## src/rtl/tablero_nxn.sv

```systemverilog
// tablero_nxn: N x N two-player board with K-in-a-row detection.
//
// A placement request (colocar) is accepted only while idle, in range and on
// an empty cell. Each accepted mark triggers a fixed-latency sweep over the
// four lines through the new cell: forward then backward, K-1 cells each way,
// one cell per cycle. The win/draw decision is taken once the sweep ends.
//
// Ports
//   clk      system clock, rising edge
//   rst      synchronous active-high reset
//   pos      target cell, row-major (fila*N + col)
//   jugador  player placing the mark
//   colocar  placement request, sampled every edge
//   colocado one-cycle pulse: placement accepted and written
//   rechazo  one-cycle pulse: placement refused
//   busy     high while a placement is being evaluated
//   matriz   board, 2 bits per cell (00 empty, 01 player 0, 10 player 1)
//   win      sticky: a player completed K in a row
//   ganador  winning player (0 unless win)
//   empate   sticky: board full with no winner
//
// state  | meaning
// -------+-----------------------------------------------------------
// IDLE   | waiting for a placement
// CHECK  | sweeping the four lines through the last placed cell
// FINAL  | deciding win / draw from the sweep result
// OVER   | game finished, only reset leaves this state
module tablero_nxn #(
    parameter int N  = 3,
    parameter int K  = 3,
    parameter int PW = $clog2(N*N)
) (
    input  logic             clk,
    input  logic             rst,
    input  logic [PW-1:0]    pos,
    input  logic             jugador,
    input  logic             colocar,
    output logic             colocado,
    output logic             rechazo,
    output logic             busy,
    output logic [N*N*2-1:0] matriz,
    output logic             win,
    output logic             ganador,
    output logic             empate
);
    localparam int NC   = N * N;
    localparam int CW   = $clog2(N) + 2;     // signed coordinate, room for off-board excursions
    localparam int CNTW = $clog2(2 * K);
    localparam int SW   = $clog2(K);
    localparam logic [SW-1:0]   STEP_LOAD = SW'(K - 2);
    localparam logic [CNTW-1:0] RUN_ONE   = CNTW'(1);
    localparam logic [CNTW-1:0] RUN_WIN   = CNTW'(K);

    typedef enum logic [1:0] {S_IDLE, S_CHECK, S_FINAL, S_OVER} state_t;

    state_t               state_q;
    logic [1:0]           cell_q [NC];
    logic                 ply_q;
    logic signed [CW-1:0] org_r, org_c;
    logic signed [CW-1:0] cur_r, cur_c;
    logic [1:0]           dir_q;
    logic                 bwd_q;
    logic [SW-1:0]        step_q;
    logic                 alive_q;
    logic [CNTW-1:0]      cnt_q;
    logic                 found_q;
    logic                 tail_q;

    // Unit step per direction: d0 (0,+1), d1 (+1,0), d2 (+1,+1), d3 (+1,-1)
    function automatic logic signed [CW-1:0] step_r(input logic [1:0] d);
        return (d == 2'd0) ? '0 : CW'(1);
    endfunction

    function automatic logic signed [CW-1:0] step_c(input logic [1:0] d);
        case (d)
            2'd0, 2'd2: return CW'(1);
            2'd1:       return '0;
            default:    return '1;
        endcase
    endfunction

    logic                 pos_in, pos_occ, acc_ok;
    logic signed [CW-1:0] pos_r, pos_c;
    logic signed [CW-1:0] fdr, fdc, sdr, sdc, ndr, ndc;
    logic                 on_board, hit, full;
    logic [1:0]           cell_at, mark;
    logic [CNTW-1:0]      cnt_nxt;
    int                   r_i, c_i;

    always_comb begin
        pos_in  = int'(pos) < NC;
        pos_occ = 1'b0;
        pos_r   = '0;
        pos_c   = '0;
        for (int i = 0; i < NC; i++) begin
            if (int'(pos) == i) begin
                pos_occ = (cell_q[i] != 2'b00);
                pos_r   = CW'(i / N);
                pos_c   = CW'(i % N);
            end
        end
        acc_ok = (state_q == S_IDLE) && colocar && pos_in && !pos_occ;

        fdr = step_r(dir_q);
        fdc = step_c(dir_q);
        sdr = bwd_q ? -fdr : fdr;
        sdc = bwd_q ? -fdc : fdc;
        ndr = step_r(dir_q + 2'd1);
        ndc = step_c(dir_q + 2'd1);

        // Bounds on row/column so a row wrap never looks adjacent
        r_i      = int'(cur_r);
        c_i      = int'(cur_c);
        on_board = (r_i >= 0) && (r_i < N) && (c_i >= 0) && (c_i < N);
        cell_at  = 2'b00;
        for (int i = 0; i < NC; i++) begin
            if (on_board && ((r_i * N + c_i) == i)) begin
                cell_at = cell_q[i];
            end
        end
        mark    = {ply_q, ~ply_q};
        hit     = on_board && (cell_at == mark);
        cnt_nxt = cnt_q + ((alive_q && hit) ? RUN_ONE : '0);

        full = 1'b1;
        for (int i = 0; i < NC; i++) begin
            if (cell_q[i] == 2'b00) begin
                full = 1'b0;
            end
        end
    end

    for (genvar g = 0; g < NC; g++) begin : g_mat
        assign matriz[2*g +: 2] = cell_q[g];
    end

    always_ff @(posedge clk) begin
        if (rst) begin
            for (int i = 0; i < NC; i++) begin
                cell_q[i] <= 2'b00;
            end
            state_q  <= S_IDLE;
            colocado <= 1'b0;
            rechazo  <= 1'b0;
            busy     <= 1'b0;
            win      <= 1'b0;
            ganador  <= 1'b0;
            empate   <= 1'b0;
            ply_q    <= 1'b0;
            org_r    <= '0;
            org_c    <= '0;
            cur_r    <= '0;
            cur_c    <= '0;
            dir_q    <= '0;
            bwd_q    <= 1'b0;
            step_q   <= '0;
            alive_q  <= 1'b0;
            cnt_q    <= '0;
            found_q  <= 1'b0;
            tail_q   <= 1'b0;
        end else begin
            colocado <= 1'b0;
            rechazo  <= colocar && !acc_ok;
            case (state_q)
                S_IDLE: begin
                    if (acc_ok) begin
                        cell_q[pos] <= {jugador, ~jugador};
                        ply_q       <= jugador;
                        org_r       <= pos_r;
                        org_c       <= pos_c;
                        cur_r       <= pos_r + step_r(2'd0);
                        cur_c       <= pos_c + step_c(2'd0);
                        dir_q       <= 2'd0;
                        bwd_q       <= 1'b0;
                        step_q      <= STEP_LOAD;
                        alive_q     <= 1'b1;
                        cnt_q       <= RUN_ONE;
                        found_q     <= 1'b0;
                        tail_q      <= 1'b0;
                        busy        <= 1'b1;
                        colocado    <= 1'b1;
                        state_q     <= S_CHECK;
                    end
                end
                S_CHECK: begin
                    if (tail_q) begin
                        // one trailing cycle after the last step keeps the latency at 8(K-1)+2
                        state_q <= S_FINAL;
                    end else if (step_q == '0) begin
                        alive_q <= 1'b1;
                        step_q  <= STEP_LOAD;
                        if (!bwd_q) begin
                            bwd_q <= 1'b1;
                            cnt_q <= cnt_nxt;
                            cur_r <= org_r - fdr;
                            cur_c <= org_c - fdc;
                        end else begin
                            found_q <= found_q | (cnt_nxt >= RUN_WIN);
                            cnt_q   <= RUN_ONE;
                            bwd_q   <= 1'b0;
                            dir_q   <= dir_q + 2'd1;
                            cur_r   <= org_r + ndr;
                            cur_c   <= org_c + ndc;
                            if (dir_q == 2'd3) begin
                                tail_q <= 1'b1;
                            end
                        end
                    end else begin
                        step_q  <= step_q - 1'b1;
                        cnt_q   <= cnt_nxt;
                        alive_q <= alive_q & hit;
                        cur_r   <= cur_r + sdr;
                        cur_c   <= cur_c + sdc;
                    end
                end
                S_FINAL: begin
                    busy <= 1'b0;
                    if (found_q) begin
                        win     <= 1'b1;
                        ganador <= ply_q;
                        state_q <= S_OVER;
                    end else if (full) begin
                        empate  <= 1'b1;
                        state_q <= S_OVER;
                    end else begin
                        state_q <= S_IDLE;
                    end
                end
                default: begin
                end
            endcase
        end
    end

endmodule
```

## config.mk

```make
export PLATFORM = sky130hd
export DESIGN_NAME = tablero_nxn
export DESIGN_NICKNAME = d
export VERILOG_FILES = /design/src/rtl/tablero_nxn.sv
export SDC_FILE = /design/constraint.sdc
export NUM_CORES = 1
export LEC_CHECK = 0
export BUFFER_PORTS_ARGS = -buffer_cell sky130_fd_sc_hd__buf_2
export CORE_ASPECT_RATIO = 0.6
export CORE_MARGIN = 2
export CORE_UTILIZATION = 35
export DETAILED_ROUTE_END_ITERATION = 8
export GPL_TIMING_DRIVEN = 0
export PLACE_DENSITY_LB_ADDON = 0.2
export SKIP_LAST_GASP = 1
export SYNTH_ARGS = -nofsm -noshare
export SYNTH_HDL_FRONTEND = slang
export SYNTH_SLANG_ARGS = --single-unit
```

## constraint.sdc

```tcl
create_clock -name clk -period 5.5 [get_ports clk]
set_input_delay 0 -clock clk [delete_from_list [all_inputs] [get_ports clk]]
set_output_delay 0 -clock clk [all_outputs]
set_load 0.03 [all_outputs]
```

; Yosys cells after proc, flatten, opt, wreduce, memory -nomap -nowiden
; Memory sizes are Yosys's and may differ from the RTL's.
; Cells that the tools add are included.
[totals]
mem_bits_ro = 0
latch_bits = 0
ram_bits = 18
wordCells = 237
output_inout_bits = 24
memories = 1
ff_bits = 36
[classes]
shift = 0
reduce_logical = 59
bitwise = 5
addsub = 13
mul = 1
n_lt_le_gt_ge = 6
n_mux = 104
div = 0
n_eq_ne = 29
[memory_table]
columns = memory, depth, word_bits, rd, rd_ports_with_merged_regs, wr, line
row1 = cell_q, 9, 2, 9, 0, 9, 57  ; logic [1:0] cell_q [NC];
[ops]
columns = cell, count
row1 = 4-bit two-way mux, 23
row2 = 1-bit two-way mux, 44
row3 = 2-bit two-way mux, 20
row4 = "8-bit by 4-bit equality test with 1-bit output, second input constant", 4
row5 = 32-bit logical NOT, 1
row6 = 4-bit case mux with 2 select lines, 4
row7 = 2-bit logical NOT, 13
row8 = 2-bit nonzero test, 11
row9 = "4-bit equality test, second input constant", 5
row10 = 1-bit logical AND, 18
row11 = "8-bit by 3-bit equality test with 1-bit output, second input constant", 2
row12 = 4-bit adder, 3
row13 = 3-bit two-way mux, 4
row14 = "2-bit inequality test, second input constant", 5
row15 = 1-bit case mux with 2 select lines, 5
row16 = 3-bit AND reduction, 3
row17 = 7-bit by 4-bit adder with 8-bit output, 1
row18 = "2-bit equality test, second input constant", 4
row19 = "4-bit by 3-bit equality test with 1-bit output, second input constant", 2
row20 = "8-bit by 2-bit equality test with 1-bit output, second input constant", 1
row21 = "8-bit by 5-bit equality test with 1-bit output, second input constant", 1
row22 = "4-bit by 1-bit greater-or-equal comparator with 1-bit output, second input constant", 2
row23 = "4-bit by 3-bit less-than comparator with 1-bit output, second input constant", 2
row24 = 2-bit case mux with 2 select lines, 2
row25 = other kinds (27), 37

; Longest topological paths before layout
; Gate-level depths: netlist (run 1).
[depth]
depth_word = 25
depth_mapped = 19

; Least setup slack after synthesis (run 1)
; No wires, ideal clock.
[synth_path]
path_kind = reg2reg
from = register cur_r[1]
to = register found_q
path_stages_with_launch = 18
synth_period_minus_slack_ns = 3.908
path_buffers = 1
setup_slack_ns = 1.592
t_arrival_ns = 3.839
path_cell_list = dfxtp_1 > ha_1 > fa_1 > inv_1 > fa_1 > clkbuf_1 > nor4b_1 > nor2_1 > a221oi_1 > nor2_1 > mux2i_1 > nor3_1 > ha_1 > ha_1 > xor2_1 > a21oi_1 > or3_1 > a21oi_1
[synth_between]
elab_chain_len = 25
word_cells_on_any_way = 45
cone_classes = add/sub (2) / mul (1) / order compare (3) / eq/ne (9) / mux (14) / bitwise (1) / reduce/logical (15)
[synth_rtl]
columns = element, line
row1 = from (decl), 60  ; logic signed [CW-1:0] cur_r, cur_c;
row2 = from (signal assigned), 171  ; cur_r <= pos_r + step_r(2'd0);
row3 = from (signal assigned), 195  ; cur_r <= org_r - fdr;
row4 = from (signal assigned), 202  ; cur_r <= org_r + ndr;
row5 = "parallel branches: the longest is 15 deep, another holds 7-bit by 4-bit adder with 8-bit output", --
row6 = 1-bit logical AND (*), 122  ; hit = on_board && (cell_at == mark);
row7 = 1-bit logical AND (*), 123  ; cnt_nxt = cnt_q + ((alive_q && hit) ? RUN_ONE : '0);
row8 = 1-bit two-way mux (*), 123
row9 = 3-bit by 1-bit adder with 3-bit output (*), 123
row10 = 3-bit by 2-bit greater-or-equal comparator with 1-bit output (*), 198  ; found_q <= found_q | (cnt_nxt >= RUN_WIN);
row11 = 1-bit bitwise OR (*), 198
row12 = 1-bit two-way mux (*), 192  ; if (!bwd_q) begin
row13 = 1-bit two-way mux (*), 189  ; end else if (step_q == '0) begin
row14 = 1-bit two-way mux (*), 186  ; if (tail_q) begin
row15 = 1-bit case mux with 2 select lines (*), 164  ; case (state_q)
row16 = to (signal assigned), 198
row17 = to (decl), 66  ; logic found_q;
; Mark *: on every way between the ends. The select of a mux whose other input is x is not followed.
; A chain may end at the register's enable or synchronous reset.

; Worst setup path after layout (run 1)
; Ends and elaborated chain as after synthesis.

==> results.sh, run 1 <==
export IMPL_core_area_sq_um=10560
export IMPL_net_switching_power_uw=466.1
export IMPL_grt_setup_unrepaired="no"
export IMPL_crit_required_ps=5730
export IMPL_worst_hold_slack_ps=17.04
export IMPL_buffer_ports_inserted=28
export IMPL_mostFrequentLayoutCells="58 x sky130_fd_sc_hd__nor2_1, 38 x sky130_fd_sc_hd__ha_1, 37 x sky130_fd_sc_hd__nand2_1, 33 x sky130_fd_sc_hd__buf_2, 33 x sky130_fd_sc_hd__a21oi_1"
export IMPL_synth_cell_types=61
export IMPL_rr_worst_depth=17
export IMPL_period_needed_ps=4847
export IMPL_via_count=3486
export IMPL_route_antenna_remaining_nets=0
export IMPL_mappedNetlistNets=498
export IMPL_place_detailed_hpwl_um=8973
export IMPL_number_of_buffers_created_by_cts=5
export IMPL_worst_setup_path_end_kind="register"
export IMPL_timing_worst_setup_path_type="reg -> reg"
export IMPL_async_flop_share_pct=0
export IMPL_worstSkewPairLatency_ps=300
export IMPL_worstReg2RegEnd="found_q$_SDFFE_PP0P_"
export IMPL_worstHoldStart="colocar"
export IMPL_synthToLayoutAreaGrowth_pct=12.49
export IMPL_post_layout_nets=534
export IMPL_synth_enable_flop_cells=18
export IMPL_start_kind="register"
export IMPL_crit_top_cell="sky130_fd_sc_hd__ha_1"
export IMPL_power_share_combinational_pct=37.1
export IMPL_final_setup_tns_ps=0
export IMPL_endpoint="found_q$_SDFFE_PP0P_"
export IMPL_ys_seq_area_share_pct=31.11
export IMPL_globalRouteMet2Util_pct=24.80
export IMPL_track_usage_pct=19.84
export IMPL_cts_resized_gates=0
export IMPL_routedWlPerCell_um=18.10
export IMPL_peakVddDrop_v=0.0001367
export IMPL_placed_cells=612
export IMPL_total_count_of_hold_check_failures_in_the_final_report=0
export IMPL_use_met3_pct=4.507
export IMPL_grt_pass1_vias=3274
export IMPL_power_share_sequential_pct=36.2
export IMPL_netlist_area_sq_um=3796
export IMPL_grt_overflow_total=0
export IMPL_slew_headroom_pct=50.91
export IMPL_synth_simple_area_share_pct=19.05
export IMPL_initial_util_pct=35.95
export IMPL_place_gp_congestion=0.9405
export IMPL_syn_area_per_cell_sq_um=8.531
export IMPL_synth_seq_cells=50
export IMPL_share_of_the_synthesized_area_in_the_top_cell_type_pct=16.88
export IMPL_slew_violations=0
export IMPL_swShare_pct=38.40
export IMPL_globalRoute_busiestLayer="met1"
export IMPL_fmaxAchievable_ghz=0.2063
export IMPL_synth_warning_count=0
export IMPL_antenna_violations_before_repair=0
export IMPL_die_height_um=84.67
export IMPL_drt_wl_total_um=11240
export IMPL_die_footprint_sq_um=11720
export IMPL_count_of_inserted_antenna_diode_cells=0
export IMPL_detail_route_first_pass_iterations=5
export IMPL_global_route_wire_length_before_repair_um=18130
export IMPL_setup_viol=0
export IMPL_nFillCells=1055
export IMPL_p_per_area_nw_per_um2=284.2
export IMPL_critical_path_reg2reg_startpoint="cur_r[1]$_SDFFE_PP0P_"
export IMPL_synth_ff_type="sky130_fd_sc_hd__dfxtp_1"
export IMPL_die_width_um=138.5
export IMPL_muxShareOfSynthArea_pct=2.900
export IMPL_crit_path_max_fo=10
export IMPL_synth_compound_area_share_pct=21.95
export IMPL_clock_pin_slew_on_the_worst_setup_and_hold_paths_ps=70
export IMPL_cap_viol_max_count=0
export IMPL_final_common_cell="sky130_fd_sc_hd__nor2_1"
export IMPL_drive_above_1_share_pct=11.62
export IMPL_final_cells=621
export IMPL_detailed_router_s_first_iteration_violation_count=297
export IMPL_worstMarginPinSlew_ps=717.8
export IMPL_setup_worst_path_start="cur_r[1]$_SDFFE_PP0P_"
export IMPL_max_clock_path_buffers=2
export IMPL_cell_by_cell_listing_of_the_critical_path="ha_1 -> fa_1 -> inv_1 -> fa_1 -> clkbuf_1 -> nor4b_1 -> nor2_1 -> a221oi_1 -> nor2_1 -> mux2i_1 -> nor3_1 -> ha_1 -> ha_1 -> xor2_1 -> a21oi_1 -> or3_1 -> a21oi_1"
export IMPL_fin_worst_skew_ps=7.815
export IMPL_worst_path_max_stage_delay_ps=540
export IMPL_grt_max_degree=16
export IMPL_drc=0
export IMPL_io_pins=32
export IMPL_min_delay_path_class="in -> reg"
export IMPL_dominant_combinational_cell_family_by_area_after_synthesis="compound AO/OA/AOI/OAI gates"
export IMPL_timing_critical_path_slowest_stage_cell="sky130_fd_sc_hd__fa_1"
export IMPL_vias_per_cell=5.614
export IMPL_postCtsSetupBuffers=0
export IMPL_ff2ff_setup_slack_ps=650
export IMPL_syn_inst=445
export IMPL_run_status="complete, no violations"
export IMPL_clkPwrFrac_pct=26.7
export IMPL_cp_data_arrival_time_ps=5080
export IMPL_placementRows=29
export IMPL_yosys_area_share_adder_pct=16.22
export IMPL_synth_area_leader_cell="sky130_fd_sc_hd__dfxtp_1"
export IMPL_power_static_leakage_nw=1.772
export IMPL_htree_levels=2
export IMPL_met1_usage_pct=33.01
export IMPL_cts_root_buffer="sky130_fd_sc_hd__clkbuf_16"
export IMPL_yosys_area_share_xor_xnor_pct=2.769
export IMPL_post_route_period_util_pct=88.12
export IMPL_tritoncts="built"
export IMPL_internal_power_uw=747.6
export IMPL_synth_area_top_cells="sky130_fd_sc_hd__dfxtp_1 17%, sky130_fd_sc_hd__edfxtp_1 14%, sky130_fd_sc_hd__ha_1 13%, sky130_fd_sc_hd__nor2_1 5.7%, sky130_fd_sc_hd__a21oi_1 4.4%"
export IMPL_numClockSinks=50
[per-layer routing]
layer,up-vias,routed length [um]
li1,1680,-
met4,0,70
met3,5,731
met5,-,0
met1,1694,6319
met2,107,4117
[layout make-up]
| cell class | instances | area (sq um) | area share, % |
|---|---|---|---|
| multi-input combinational | 342 | 2387 | 55.90 |
| tap | 139 | 173.9 | 4.073 |
| clock inverter | 2 | 11.26 | 0.2637 |
| sequential | 50 | 1181 | 27.66 |
| timing repair buffer | 29 | 150.1 | 3.516 |
| buffer | 24 | 118.9 | 2.783 |
| inverter | 29 | 108.9 | 2.549 |
| clock buffer | 6 | 138.9 | 3.252 |
[power by group through the flow]
stage          Clock (mW)  Sequential, mW  Combinational (mW)
4_1_cts             0.327           0.439               0.444
3_5_place_dp            0           0.447               0.441
5_1_grt             0.345           0.443               0.498
6_report            0.324           0.440               0.450
3_3_place_gp            0           0.446               0.434
2_1_floorplan           0           0.450               0.314
[synth_stat cells (4+ instances only)]
master and instances:
sky130_fd_sc_hd__buf_2 5, sky130_fd_sc_hd__a21oi_1 33, sky130_fd_sc_hd__edfxtp_1 18, sky130_fd_sc_hd__nor3_1 12
sky130_fd_sc_hd__a21o_1 7, sky130_fd_sc_hd__o211ai_1 4, sky130_fd_sc_hd__mux2i_1 11, sky130_fd_sc_hd__o21ai_0 21
sky130_fd_sc_hd__nand3b_1 4, sky130_fd_sc_hd__fa_1 7, sky130_fd_sc_hd__xor2_1 9, sky130_fd_sc_hd__buf_4 4
sky130_fd_sc_hd__nor2_1 58, sky130_fd_sc_hd__nand2_1 37, sky130_fd_sc_hd__dfxtp_1 32, sky130_fd_sc_hd__nand3_1 10
sky130_fd_sc_hd__a211oi_1 5, sky130_fd_sc_hd__inv_1 29, sky130_fd_sc_hd__clkbuf_1 13, sky130_fd_sc_hd__nor2b_1 5
sky130_fd_sc_hd__a31o_2 4, sky130_fd_sc_hd__a31oi_1 6, sky130_fd_sc_hd__nor4b_1 4, sky130_fd_sc_hd__o21bai_1 6
sky130_fd_sc_hd__ha_1 38
[registers in the layout, indices dropped and copies added (netlist names), 2 cells and up]
register / flops
cur_c: 4
org_r: 2
org_c: 2
state_q: 2
cell_q: 18
cur_r: 4
step_q: 2
cnt_q: 3
dir_q: 2
[cells by family (layout without fill, tap and decap cells)]
logic type,count (synthesis),count (layout)
AO/OA/AOI/OAI,122,122
XOR/XNOR,12,12
adder cells (fa/ha/maj),45,45
buffers and inverters,53,90
flip-flops,50,50
multiplexers,11,11
AND/OR/NAND/NOR,152,152
[worst min-delay path by stage]
| stage | endpoint | slack [ps] | cells after the start |
|---|---|---|---|
| after floorplan | ply_q$_SDFFE_PP0P_ | 140 | 2 |
| after global placement | ply_q$_SDFFE_PP0P_ | 300 | 3 |
| after detailed placement | ply_q$_SDFFE_PP0P_ | 310 | 3 |
| after CTS | rechazo$_SDFF_PP0_ | 20 | 2 |
| after global routing | rechazo$_SDFF_PP0_ | 10 | 2 |
| final | rechazo$_SDFF_PP0_ | 20 | 2 |
[worst max-delay path: cells and delay by family, from the launching register on]
family	cells	cell delay, ps
buffers and inverters	2	300
muxes	1	170
xor gates and xnor gates	1	170
DFF	1	470
AOI/OAI and AO/OA	3	510
adders and majority gates	5	1790
and+or+nand+nor	5	1370
[metrics by stage]
| step | worst slack (ps) | power (mW) | cell area, sq um | util (%) |
|---|---|---|---|---|
| 6_report | 653.5 | 1.214 | 4270 | 40.44 |
| 5_1_grt | 463.3 | 1.287 | 4270 | 40.44 |
| 4_1_cts | 791.0 | 1.210 | 4270 | 40.44 |
| 3_5_place_dp | 802.0 | 0.8879 | 4110 | 38.93 |
| 3_3_place_gp | 885.0 | 0.8805 | 4110 | 38.93 |
| 2_1_floorplan | 1592 | 0.7643 | 3796 | - |
[what timing repair did]
item | 4_1_cts | 5_1_grt
setup endpoints to repair | 0 | 0
hold buffers | 1 | 0
endpoints found under the hold margin | 1 | 0
Power figures use the tool's default switching activity.
==> run 2, diff against run 1 <==
--- a/config.mk
+++ b/config.mk
@@ -11,7 +11,6 @@
 export CORE_UTILIZATION = 35
 export DETAILED_ROUTE_END_ITERATION = 8
 export GPL_TIMING_DRIVEN = 0
-export PLACE_DENSITY_LB_ADDON = 0.2
 export SKIP_LAST_GASP = 1
 export SYNTH_ARGS = -nofsm -noshare
 export SYNTH_HDL_FRONTEND = slang
==> run 2 against run 1 <==
Critical path depth rose by 2. Fmax is 1.5% higher. Cell area rose by 0.47%. Largest cell class unchanged. Largest power group unchanged.
==> results.sh, run 2 (same netlist as run 1, synthesis figures left out) <==
export IMPL_dp_worst_setup_slack_ps=823.9
export IMPL_worstMarginPinSlew_ps=732.5
export IMPL_met1_usage_pct=30.38
export IMPL_die_width_um=138.5
export IMPL_grt_overflow_total=0
export IMPL_use_met3_pct=6.047
export IMPL_cts_resized_gates=0
export IMPL_final_cells=621
export IMPL_globalRoute_busiestLayer="met1"
export IMPL_cap_viol_max_count=0
export IMPL_grt_max_degree=17
export IMPL_detailed_router_s_first_iteration_violation_count=288
export IMPL_p_per_area_nw_per_um2=291.1
export IMPL_power_share_combinational_pct=36.0
export IMPL_place_gp_congestion=0.8926
export IMPL_initial_util_pct=35.95
export IMPL_worst_setup_path_end_kind="register"
export IMPL_nFillCells=1031
export IMPL_globalRouteMet2Util_pct=26.01
export IMPL_power_share_sequential_pct=35.2
export IMPL_mostFrequentLayoutCells="58 x sky130_fd_sc_hd__nor2_1, 38 x sky130_fd_sc_hd__ha_1, 37 x sky130_fd_sc_hd__nand2_1, 33 x sky130_fd_sc_hd__buf_2, 33 x sky130_fd_sc_hd__a21oi_1"
export IMPL_die_footprint_sq_um=11720
export IMPL_cp_data_arrival_time_ps=5010
export IMPL_slew_violations=0
export IMPL_drc=0
export IMPL_worstSkewPairLatency_ps=300
export IMPL_net_switching_power_uw=467.0
export IMPL_die_height_um=84.67
export IMPL_start_kind="register"
export IMPL_run_status="complete, no violations"
export IMPL_cts_root_buffer="sky130_fd_sc_hd__clkbuf_16"
export IMPL_clock_pin_slew_on_the_worst_setup_and_hold_paths_ps=70
export IMPL_total_count_of_hold_check_failures_in_the_final_report=0
export IMPL_number_of_buffers_created_by_cts=5
export IMPL_fmaxAchievable_ghz=0.2094
export IMPL_timing_worst_setup_path_type="reg -> reg"
export IMPL_count_of_inserted_antenna_diode_cells=0
export IMPL_peakVddDrop_v=0.0001573
export IMPL_setup_ws_ps=724.4
export IMPL_via_count=3539
export IMPL_detail_route_first_pass_iterations=5
export IMPL_period_needed_ps=4776
export IMPL_post_layout_nets=534
export IMPL_core_area_sq_um=10560
export IMPL_min_delay_path_class="in -> reg"
export IMPL_drive_above_1_share_pct=11.62
export IMPL_place_detailed_hpwl_um=8902
export IMPL_max_clock_path_buffers=2
export IMPL_final_common_cell="sky130_fd_sc_hd__nor2_1"
export IMPL_grt_pass1_vias=3387
export IMPL_numClockSinks=50
export IMPL_final_setup_tns_ps=0
export IMPL_largest_registers="cell_q: 18 flops, cur_c: 4 flops, cur_r: 4 flops"
export IMPL_registers_top_by_ff_count="cell_q"
export IMPL_placementRows=29
export IMPL_worst_hold_slack_ps=38.03
export IMPL_clkPwrFrac_pct=28.7
export IMPL_largest_register_ff_count=18
export IMPL_track_usage_pct=19.62
export IMPL_antenna_violations_before_repair=0
export IMPL_final_core_utilization_pct=40.63
export IMPL_grt_setup_unrepaired="no"
export IMPL_slew_headroom_pct=49.91
export IMPL_crit_path_max_fo=10
export IMPL_synthToLayoutAreaGrowth_pct=13.02
export IMPL_global_route_wire_length_before_repair_um=18040
export IMPL_post_route_period_util_pct=86.83
export IMPL_layout_area_seq_sq_um=1181
export IMPL_vias_per_cell=5.699
export IMPL_routedWlPerCell_um=18.08
export IMPL_internal_power_uw=781.8
export IMPL_setup_viol=0
export IMPL_buffer_ports_inserted=28
export IMPL_multi_input_comb_area_sq_um=2387
export IMPL_placed_cells=612
export IMPL_io_pins=32
export IMPL_swShare_pct=37.39
export IMPL_power_static_leakage_nw=1.771
export IMPL_route_antenna_remaining_nets=0
export IMPL_drt_wl_total_um=11230
export IMPL_crit_required_ps=5730
export IMPL_tritoncts="built"
export IMPL_htree_levels=2
export IMPL_fin_worst_skew_ps=11.50
-- run 2: cell count changes in the layout (fill, tap and decap cells not counted), sizes merged --
cell / delta
bufinv: +1
clkbuf: -1
clkinv: -1
clkinvlp: +2
inv: -1
-- run 2: path summary, 6_finish.rpt --
kind | start | to | slack [ps] | cells after the start
worst max register to register | cur_r[0]$_SDFFE_PP0P_ | found_q$_SDFFE_PP0P_ | 720 | 19
worst min register to register | cnt_q[1]$_SDFFE_PP0P_ | cnt_q[1]$_SDFFE_PP0P_ | 470 | 2
worst max-delay path | cur_r[0]$_SDFFE_PP0P_ | found_q$_SDFFE_PP0P_ | 720 | 19
worst min-delay path | colocar | rechazo$_SDFF_PP0_ | 40 | 2
-- run 2: metrics by stage --
step           power (mW)  cell area, sq um
2_1_floorplan      0.7643              3796
3_3_place_gp       0.8737              4110
3_5_place_dp       0.8852              4110
4_1_cts             1.245              4290
5_1_grt             1.322              4290
6_report            1.249              4290
-- run 2: power by group through the flow --
| stage | sequential [mW] | clock, mW | combinational (mW) |
|---|---|---|---|
| 6_report | 0.440 | 0.359 | 0.450 |
| 5_1_grt | 0.444 | 0.383 | 0.495 |
| 4_1_cts | 0.439 | 0.364 | 0.442 |
| 3_5_place_dp | 0.447 | 0 | 0.438 |
| 3_3_place_gp | 0.446 | 0 | 0.428 |
| 2_1_floorplan | 0.450 | 0 | 0.314 |
-- run 2: what timing repair did --
item	4_1_cts	5_1_grt
hold endpoints to repair	1	0
hold buffers	1	0
setup buffers	0	0
-- run 2: cell type report --
cell class | instances | area share [%]
buffer | 24 | 2.770
clock buffer | 5 | 2.916
clock inverter | 3 | 1.050
inverter | 29 | 2.537
multi-input combinational | 342 | 55.64
sequential | 50 | 27.53
tap | 139 | 4.054
timing repair buffer | 29 | 3.500
-- run 2: routing by layer --
layer / routed length (um) / share of wire (%)
met1: 5743 / 51
met2: 4176 / 37
met3: 1205 / 11
met4: 105 / 0.93
met5: 0 / 0
-- run 2: critical path, stage by stage (launching register included) --
cell and delay, ps:
sky130_fd_sc_hd__dfxtp_1 450, sky130_fd_sc_hd__inv_1 140, sky130_fd_sc_hd__ha_1 330, sky130_fd_sc_hd__ha_1 280, sky130_fd_sc_hd__ha_1 220, sky130_fd_sc_hd__inv_1 70
sky130_fd_sc_hd__fa_1 410, sky130_fd_sc_hd__clkbuf_1 220, sky130_fd_sc_hd__nor4b_1 340, sky130_fd_sc_hd__nor2_1 100, sky130_fd_sc_hd__a221oi_1 300, sky130_fd_sc_hd__nor2_1 110
sky130_fd_sc_hd__mux2i_1 160, sky130_fd_sc_hd__nor3_1 470, sky130_fd_sc_hd__ha_1 260, sky130_fd_sc_hd__ha_1 210, sky130_fd_sc_hd__xor2_1 170, sky130_fd_sc_hd__a21oi_1 50
sky130_fd_sc_hd__or3_1 300, sky130_fd_sc_hd__a21oi_1 140
